--- src/rtl/fetch_pkg.sv ---
// Shared types and constants for the instruction fetch unit.
package fetch_pkg;

    typedef enum logic [1:0] {
        RESET_WAIT,
        RUN,
        DRAIN
    } fetch_state_e;

    localparam int unsigned PC_INCREMENT  = 4;
    localparam int unsigned FETCH_DEPTH   = 2;
    // Stale responses can pile up across back-to-back redirects; 8 bits is ample headroom.
    localparam int unsigned DISCARD_WIDTH = 8;
    localparam int unsigned PERF_WIDTH    = 16;

    function automatic logic [PERF_WIDTH-1:0] sat_inc(input logic [PERF_WIDTH-1:0] value);
        return (&value) ? value : value + PERF_WIDTH'(1);
    endfunction

endpackage

--- src/rtl/fetch_fifo.sv ---
// Small in-order FIFO holding {pc, instr} pairs; synchronous flush beats push and pop.
module fetch_fifo
    import fetch_pkg::*;
#(
    parameter int unsigned ADDRESS_WIDTH = 8,
    parameter int unsigned DATA_WIDTH    = 32,
    parameter int unsigned DEPTH         = FETCH_DEPTH,
    parameter int unsigned CNT_WIDTH     = $clog2(DEPTH + 1)
) (
    input  logic                     clk,
    input  logic                     rst,
    input  logic                     flush,
    input  logic                     push,
    input  logic [ADDRESS_WIDTH-1:0] push_pc,
    input  logic [DATA_WIDTH-1:0]    push_instr,
    input  logic                     pop,
    output logic [ADDRESS_WIDTH-1:0] head_pc,
    output logic [DATA_WIDTH-1:0]    head_instr,
    output logic                     not_empty,
    output logic [CNT_WIDTH-1:0]     count
);

    localparam int unsigned PTR_WIDTH = (DEPTH > 1) ? $clog2(DEPTH) : 1;

    logic [ADDRESS_WIDTH-1:0] pc_mem    [DEPTH];
    logic [DATA_WIDTH-1:0]    instr_mem [DEPTH];
    logic [PTR_WIDTH-1:0]     wr_ptr_q, rd_ptr_q;
    logic [CNT_WIDTH-1:0]     count_q;
    logic                     full, do_push, do_pop;

    function automatic logic [PTR_WIDTH-1:0] ptr_next(input logic [PTR_WIDTH-1:0] ptr);
        return (ptr == PTR_WIDTH'(DEPTH - 1)) ? '0 : ptr + PTR_WIDTH'(1);
    endfunction

    assign full      = (count_q == CNT_WIDTH'(DEPTH));
    assign not_empty = (count_q != '0);
    assign do_pop    = pop && not_empty;
    // When full, a same-cycle pop frees the head slot the write lands in.
    assign do_push   = push && (!full || do_pop);

    assign head_pc    = pc_mem[rd_ptr_q];
    assign head_instr = instr_mem[rd_ptr_q];
    assign count      = count_q;

    always_ff @(posedge clk or posedge rst) begin
        if (rst) begin
            wr_ptr_q <= '0;
            rd_ptr_q <= '0;
            count_q  <= '0;
            for (int i = 0; i < int'(DEPTH); i++) begin
                pc_mem[i]    <= '0;
                instr_mem[i] <= '0;
            end
        end else if (flush) begin
            wr_ptr_q <= '0;
            rd_ptr_q <= '0;
            count_q  <= '0;
        end else begin
            if (do_push) begin
                pc_mem[wr_ptr_q]    <= push_pc;
                instr_mem[wr_ptr_q] <= push_instr;
                wr_ptr_q            <= ptr_next(wr_ptr_q);
            end
            if (do_pop) begin
                rd_ptr_q <= ptr_next(rd_ptr_q);
            end
            case ({do_push, do_pop})
                2'b10:   count_q <= count_q + CNT_WIDTH'(1);
                2'b01:   count_q <= count_q - CNT_WIDTH'(1);
                default: count_q <= count_q;
            endcase
        end
    end

endmodule

--- src/rtl/fetch_unit.sv ---
// Instruction fetch front end: PC sequencing, redirect with stale-response discard, decode FIFO.
// Define FETCH_PERF_EN to add the perf_redirects / perf_dropped saturating counters.
module fetch_unit
    import fetch_pkg::*;
#(
    parameter int unsigned ADDRESS_WIDTH = 8,
    parameter int unsigned DATA_WIDTH    = 32
) (
    input  logic                     clk,
    input  logic                     rst,
    input  logic                     redirect,
    input  logic [ADDRESS_WIDTH-1:0] redirect_base,
    input  logic [DATA_WIDTH-1:0]    immext,
    output logic                     imem_req_valid,
    input  logic                     imem_req_ready,
    output logic [ADDRESS_WIDTH-1:0] imem_addr,
    input  logic                     imem_resp_valid,
    input  logic [DATA_WIDTH-1:0]    imem_resp_data,
    output logic                     instr_valid,
    input  logic                     instr_ready,
    output logic [DATA_WIDTH-1:0]    instr,
    output logic [ADDRESS_WIDTH-1:0] instr_pc
`ifdef FETCH_PERF_EN
    ,
    output logic [PERF_WIDTH-1:0]    perf_redirects,
    output logic [PERF_WIDTH-1:0]    perf_dropped
`endif
);

    localparam int unsigned CNT_WIDTH = $clog2(FETCH_DEPTH + 1);
    localparam int unsigned OCC_WIDTH = CNT_WIDTH + 1;

    fetch_state_e             state_q, state_d;
    logic [ADDRESS_WIDTH-1:0] fetch_pc_q, fetch_pc_d;
    logic [ADDRESS_WIDTH-1:0] target;
    logic [DISCARD_WIDTH-1:0] discard_q, discard_d, in_flight;
    logic [ADDRESS_WIDTH-1:0] tag_head_q, tag_head_d, tag_tail_q, tag_tail_d;
    logic [CNT_WIDTH-1:0]     tag_cnt_q, tag_cnt_d;
    logic [CNT_WIDTH-1:0]     fifo_count;
    logic [OCC_WIDTH-1:0]     occupancy;
    logic                     req_fire, resp_take, resp_drop, fifo_pop;

    assign target    = ADDRESS_WIDTH'(immext + DATA_WIDTH'(redirect_base));
    assign occupancy = OCC_WIDTH'(tag_cnt_q) + OCC_WIDTH'(fifo_count);

    assign imem_addr      = fetch_pc_q;
    assign imem_req_valid = (state_q != RESET_WAIT) && !redirect &&
                            (occupancy < OCC_WIDTH'(FETCH_DEPTH));
    assign req_fire       = imem_req_valid && imem_req_ready;

    // Responses are in order: the first discard_q of them belong to pre-redirect requests.
    assign resp_take = imem_resp_valid && !redirect && (discard_q == '0) && (tag_cnt_q != '0);
    assign resp_drop = imem_resp_valid && (redirect || (discard_q != '0));
    assign fifo_pop  = instr_valid && instr_ready && !redirect;
    assign in_flight = discard_q + DISCARD_WIDTH'(tag_cnt_q);

    always_comb begin
        fetch_pc_d = fetch_pc_q;
        if (redirect) begin
            fetch_pc_d = target;
        end else if (req_fire) begin
            fetch_pc_d = fetch_pc_q + ADDRESS_WIDTH'(PC_INCREMENT);
        end
    end

    always_comb begin
        discard_d = discard_q;
        if (redirect) begin
            discard_d = (imem_resp_valid && (in_flight != '0)) ?
                        in_flight - DISCARD_WIDTH'(1) : in_flight;
        end else if (imem_resp_valid && (discard_q != '0)) begin
            discard_d = discard_q - DISCARD_WIDTH'(1);
        end
    end

    // Two-entry tag queue; occupancy gating guarantees no push while it is full.
    always_comb begin
        tag_head_d = tag_head_q;
        tag_tail_d = tag_tail_q;
        tag_cnt_d  = tag_cnt_q;
        if (redirect) begin
            tag_cnt_d = '0;
        end else begin
            case ({req_fire, resp_take})
                2'b10: begin
                    if (tag_cnt_q == '0) tag_head_d = fetch_pc_q;
                    else                 tag_tail_d = fetch_pc_q;
                    tag_cnt_d = tag_cnt_q + CNT_WIDTH'(1);
                end
                2'b01: begin
                    tag_head_d = tag_tail_q;
                    tag_cnt_d  = tag_cnt_q - CNT_WIDTH'(1);
                end
                2'b11: begin
                    if (tag_cnt_q == CNT_WIDTH'(1)) begin
                        tag_head_d = fetch_pc_q;
                    end else begin
                        tag_head_d = tag_tail_q;
                        tag_tail_d = fetch_pc_q;
                    end
                end
                default: ;
            endcase
        end
    end

    always_comb begin
        state_d = state_q;
        case (state_q)
            RESET_WAIT: state_d = RUN;
            RUN:        if (redirect && (discard_d != '0)) state_d = DRAIN;
            DRAIN:      if (!redirect && (discard_d == '0)) state_d = RUN;
            default:    state_d = RESET_WAIT;
        endcase
    end

    always_ff @(posedge clk or posedge rst) begin
        if (rst) begin
            state_q    <= RESET_WAIT;
            fetch_pc_q <= '0;
            discard_q  <= '0;
            tag_head_q <= '0;
            tag_tail_q <= '0;
            tag_cnt_q  <= '0;
        end else begin
            state_q    <= state_d;
            fetch_pc_q <= fetch_pc_d;
            discard_q  <= discard_d;
            tag_head_q <= tag_head_d;
            tag_tail_q <= tag_tail_d;
            tag_cnt_q  <= tag_cnt_d;
        end
    end

    fetch_fifo #(
        .ADDRESS_WIDTH (ADDRESS_WIDTH),
        .DATA_WIDTH    (DATA_WIDTH),
        .DEPTH         (FETCH_DEPTH),
        .CNT_WIDTH     (CNT_WIDTH)
    ) u_fifo (
        .clk        (clk),
        .rst        (rst),
        .flush      (redirect),
        .push       (resp_take),
        .push_pc    (tag_head_q),
        .push_instr (imem_resp_data),
        .pop        (fifo_pop),
        .head_pc    (instr_pc),
        .head_instr (instr),
        .not_empty  (instr_valid),
        .count      (fifo_count)
    );

`ifdef FETCH_PERF_EN
    logic [PERF_WIDTH-1:0] perf_redirects_q, perf_dropped_q;

    always_ff @(posedge clk or posedge rst) begin
        if (rst) begin
            perf_redirects_q <= '0;
            perf_dropped_q   <= '0;
        end else begin
            if (redirect)  perf_redirects_q <= sat_inc(perf_redirects_q);
            if (resp_drop) perf_dropped_q   <= sat_inc(perf_dropped_q);
        end
    end

    assign perf_redirects = perf_redirects_q;
    assign perf_dropped   = perf_dropped_q;
`else
    logic unused_drop;
    assign unused_drop = resp_drop;
`endif

endmodule

--- config.mk ---
export PLATFORM = sky130hd
export DESIGN_NAME = fetch_unit
export DESIGN_NICKNAME = d
export VERILOG_FILES = /design/src/rtl/fetch_pkg.sv /design/src/rtl/fetch_fifo.sv /design/src/rtl/fetch_unit.sv
export SDC_FILE = /design/constraint.sdc
export NUM_CORES = 1
export LEC_CHECK = 0
export BUFFER_PORTS_ARGS = -buffer_cell sky130_fd_sc_hd__buf_2
export CAP_MARGIN = 20
export CORE_UTILIZATION = 56
export CTS_CLUSTER_SIZE = 14
export DETAILED_ROUTE_END_ITERATION = 10
export GPL_TIMING_DRIVEN = 0
export PLACE_DENSITY = 0.86
export SYNTH_ARGS = -nofsm -noshare
export SYNTH_HDL_FRONTEND = slang
export SYNTH_HIERARCHICAL = 1
export SYNTH_SLANG_ARGS = --single-unit
--- constraint.sdc ---
create_clock -name clk -period 5.4 [get_ports clk]
set_input_delay 0.54 -clock clk [delete_from_list [all_inputs] [get_ports clk]]
set_output_delay 0.54 -clock clk [all_outputs]
set_load 0.01 [all_outputs]
==> metrics.md <==
| Metric | Value |
|---|---|
| Bufs on Longest Clock Path | `2` |
| Reg2Reg Setup Slack | `1120 ps` |
| Clk_skew | `13.22 ps` |
| Antenna cell count | `0` |
| Synthesized Nets | `636` |
| Max-slew violation count | `0` |
| Row Count | `39` |
| Setup Buffers After CTS | `0` |
| Commonest non-fill, non-tap cell in the layout | `dfrtp_1` |
| Maximum vdd drop | `0.2701 mV` |
| Starting DRC count in detailed routing | `295` |
| Slew HR | `34.64%` |
| Number of global-route vias before repair | `5,105` |
| Die width | `110.9 microns` |
| Clock root cell | `clkbuf_16` |
| Setup_tns | `0 ps` |
| Post-DRT Antenna Nets | `0` |
| R2R cell count | `14` |
| Core Footprint | `11,470 sq um` |
| Antenna violations before repair | `0` |
| Cell Pwr Density | `362.3 nW/um^2` |
| Register area share after synthesis | `45.23%` |
| Layout overhead on the synthesized area | `20.09%` |
| Synth Instances | `540` |
| CP startpoint kind | `flop` |
| Syn_area_per_cell | `12.29 sq um` |
| CTS sink cnt | `120` |
| Final hold vios | `0` |
| Total CTS buffers | `17` |
| Pre-antenna DRT Iters | `5` |
| CTS H-tree depth | `4` |
| Filler instances | `790` |
| Clock Latency Late Sink | `420 ps` |
| Place WS | `1178 ps` |
| Fraction of layout cells with a size suffix above 1 | `45.79%` |
| Netlist Area Pre-Place | `6639 sq um` |
| Final core utilization | `69.53%` |
| Async SR Flop Fraction | `100.0%` |
| Chip height | `110.9 microns` |
| Period utilisation layout | `79.17%` |
| Reg2reg start | `tag_cnt_q[0]` |
| Inst Count DP | `788` |
| F_max | `233.9 MHz` |
| Ys flop type | `dfrtp_1` |
| EDFF count, synth | `0` |
| WS Path Type | `reg -> reg` |
| Reg clk slew, reported paths | `60 ps` |
| CP Data Arrival Time | `4560 ps` |
| # IOs | `128` |
| Pin count of the biggest net entering global routing | `57` |
| GRT Overall Usage | `25.75%` |
| Setup ws final | `1125 ps` |
| Worst Setup EP | `state_q[1]` |
| Register bit total from synthesis | `120` |
| Final Non-Filler Cells | `820` |
| Synth unique cells | `75` |
| PostCTS Resize Cnt | `0` |
| First-pass GRT wire length | `25,040 microns` |
| Setup violators final | `0` |
| YS warnings | `6` |
| Reg2Reg Capture Point | `state_q[1]` |
| Via density per instance | `5.895` |
| Hold Crit Class | `in -> async` |
| Worst Setup SP | `tag_cnt_q[0]` |
| Die area | `12,290 sq um` |
| Cts hold-fix bufs | `0` |
| RSZ-0062 raised after global routing | `false` |
| Min Clock Period, post-route | `4275 ps` |
| TritonCTS clock tree | `done` |
| Leakage power | `4.119 nW` |
| # DRC | `0` |
| Nets | `760` |
| Hold_ws | `141.1 ps` |
| Initial Util | `57.89%` |
| Crit-path max FO | `10` |
| Buffers on Ports | `103` |
| Worst-Margin Slew | `955.7 ps` |
| DP HPWL | `10,400 microns` |
| Via count | `4,834` |
| Status | `finished, final reports clean` |
| Wire per inst | `18.13 microns` |
| Gr ovfl total | `0` |
| Most frequent cells in the layout | `dfrtp_1 (120), buf_2 (109), mux2_2 (92), mux2_4 (39), nor2_1 (34)` |
| Routability Congestion | `0.9020` |
| Worst Path Required | `5690 ps` |
| Max Cap Viol | `0` |
| CP Capture Type | `flop` |
| Final WL | `14,870 microns` |
==> synthesized netlist by cell type (3+ instances only) <==
| master | count | area [sq um] |
|---|---|---|
| a32oi_1 | 3 | 26.28 |
| mux2_4 | 39 | 585.6 |
| ha_1 | 15 | 187.7 |
| fa_1 | 3 | 60.06 |
| o31ai_1 | 5 | 37.54 |
| dfrtp_1 | 120 | 3003 |
| xnor2_1 | 12 | 105.1 |
| nor3_1 | 6 | 30.03 |
| buf_2 | 6 | 30.03 |
| nor2_1 | 34 | 127.6 |
| a21o_1 | 4 | 30.03 |
| mux2i_1 | 13 | 130.1 |
| or3_1 | 5 | 31.28 |
| buf_1 | 4 | 15.01 |
| nand4_1 | 6 | 37.54 |
| a21oi_1 | 21 | 105.1 |
| buf_12 | 4 | 80.08 |
| inv_1 | 17 | 63.81 |
| and3_1 | 5 | 31.28 |
| mux2_2 | 92 | 1036 |
| and2_1 | 6 | 37.54 |
| buf_6 | 5 | 56.30 |
| nand2_1 | 22 | 82.58 |
| o21ai_0 | 8 | 40.04 |
| clkbuf_1 | 6 | 22.52 |
| nand2b_1 | 5 | 31.28 |
| nand3_1 | 9 | 45.04 |
| a211oi_1 | 3 | 22.52 |
| xor2_1 | 4 | 35.03 |
==> power breakdown <==
| group | switching, mW | total, mW | internal, mW |
|---|---|---|---|
| sequential | 0.121 | 1.14 | 1.01 |
| clock | 0.425 | 1.10 | 0.674 |
| combinational | 0.362 | 0.654 | 0.291 |
==> kinds of logic (layout without fill, tap and decap cells) <==
group,Yosys count,count (layout),synth area share [%]
AOI/OAI and AO/OA,77,77,8.349
xor gates and xnor gates,16,16,2.111
adders and majority gates,18,18,3.732
buffers and inverters,45,182,4.561
DFF,120,120,45.23
muxes,144,144,26.39
and+or+nand+nor,120,120,9.631
==> metrics by stage <==
stage | total power [mW] | instance area, sq um
global route | 3.029 | 7973
detailed placement | 1.785 | 7391
floorplan | 1.587 | 6639
CTS | 2.890 | 7973
global placement | 1.749 | 7333
finish | 2.889 | 7973
==> state kept, by name (all words and copies together), names as in the netlist <==
signal,cells
discard_q,8
imem_addr,8
state_q,2
tag_cnt_q,2
tag_head_q,8
tag_tail_q,8
u_fifo/count,2
u_fifo/instr_mem,64
u_fifo/pc_mem,16
u_fifo/rd_ptr_q,1
u_fifo/wr_ptr_q,1
==> layout make-up <==
class	count	area, sq um	area share [%]
Inverter	17	66.31	0.8318
Multi-Input combinational cell	375	3333	41.81
Clock buffer	20	466.7	5.854
Buffer	28	239.0	2.997
Sequential cell	120	3003	37.66
Clock inverter	12	115.1	1.444
Tap cell	143	178.9	2.244
Timing Repair Buffer	105	570.5	7.156
==> metal layers <==
| layer | track usage, % | up-vias | part of all wire (%) |
|---|---|---|---|
| li1 | - | 2206 | - |
| met1 | 32.64 | 2389 | 43 |
| met2 | 42.82 | 219 | 49 |
| met3 | 7.764 | 20 | 6.7 |
| met4 | 7.022 | 0 | 1.1 |
| met5 | 0 | - | 0 |
==> critical path, stage by stage, from the launching register on <==
cell	delay [ps]
dfrtp_1	450
ha_1	290
inv_1	80
fa_1	590
ha_1	230
nand2_1	60
or3_1	320
o22ai_2	220
buf_6	190
a211oi_2	70
or3b_4	410
a311o_1	360
or4_4	510
o311ai_1	260
o31ai_1	110
==> how the worst min path moves through the flow <==
stage / from / to / cells after the start
floorplan: state_q[1] / state_q[1] / 1
global placement: u_fifo/instr_mem[1] / u_fifo/instr_mem[1] / 1
detailed placement: u_fifo/instr_mem[52] / u_fifo/instr_mem[52] / 1
CTS: rst / u_fifo/pc_mem[8] / 2
global route: rst / u_fifo/pc_mem[6] / 2
finish: rst / u_fifo/pc_mem[6] / 2
Note: power is estimated with default switching activity, not from simulation.
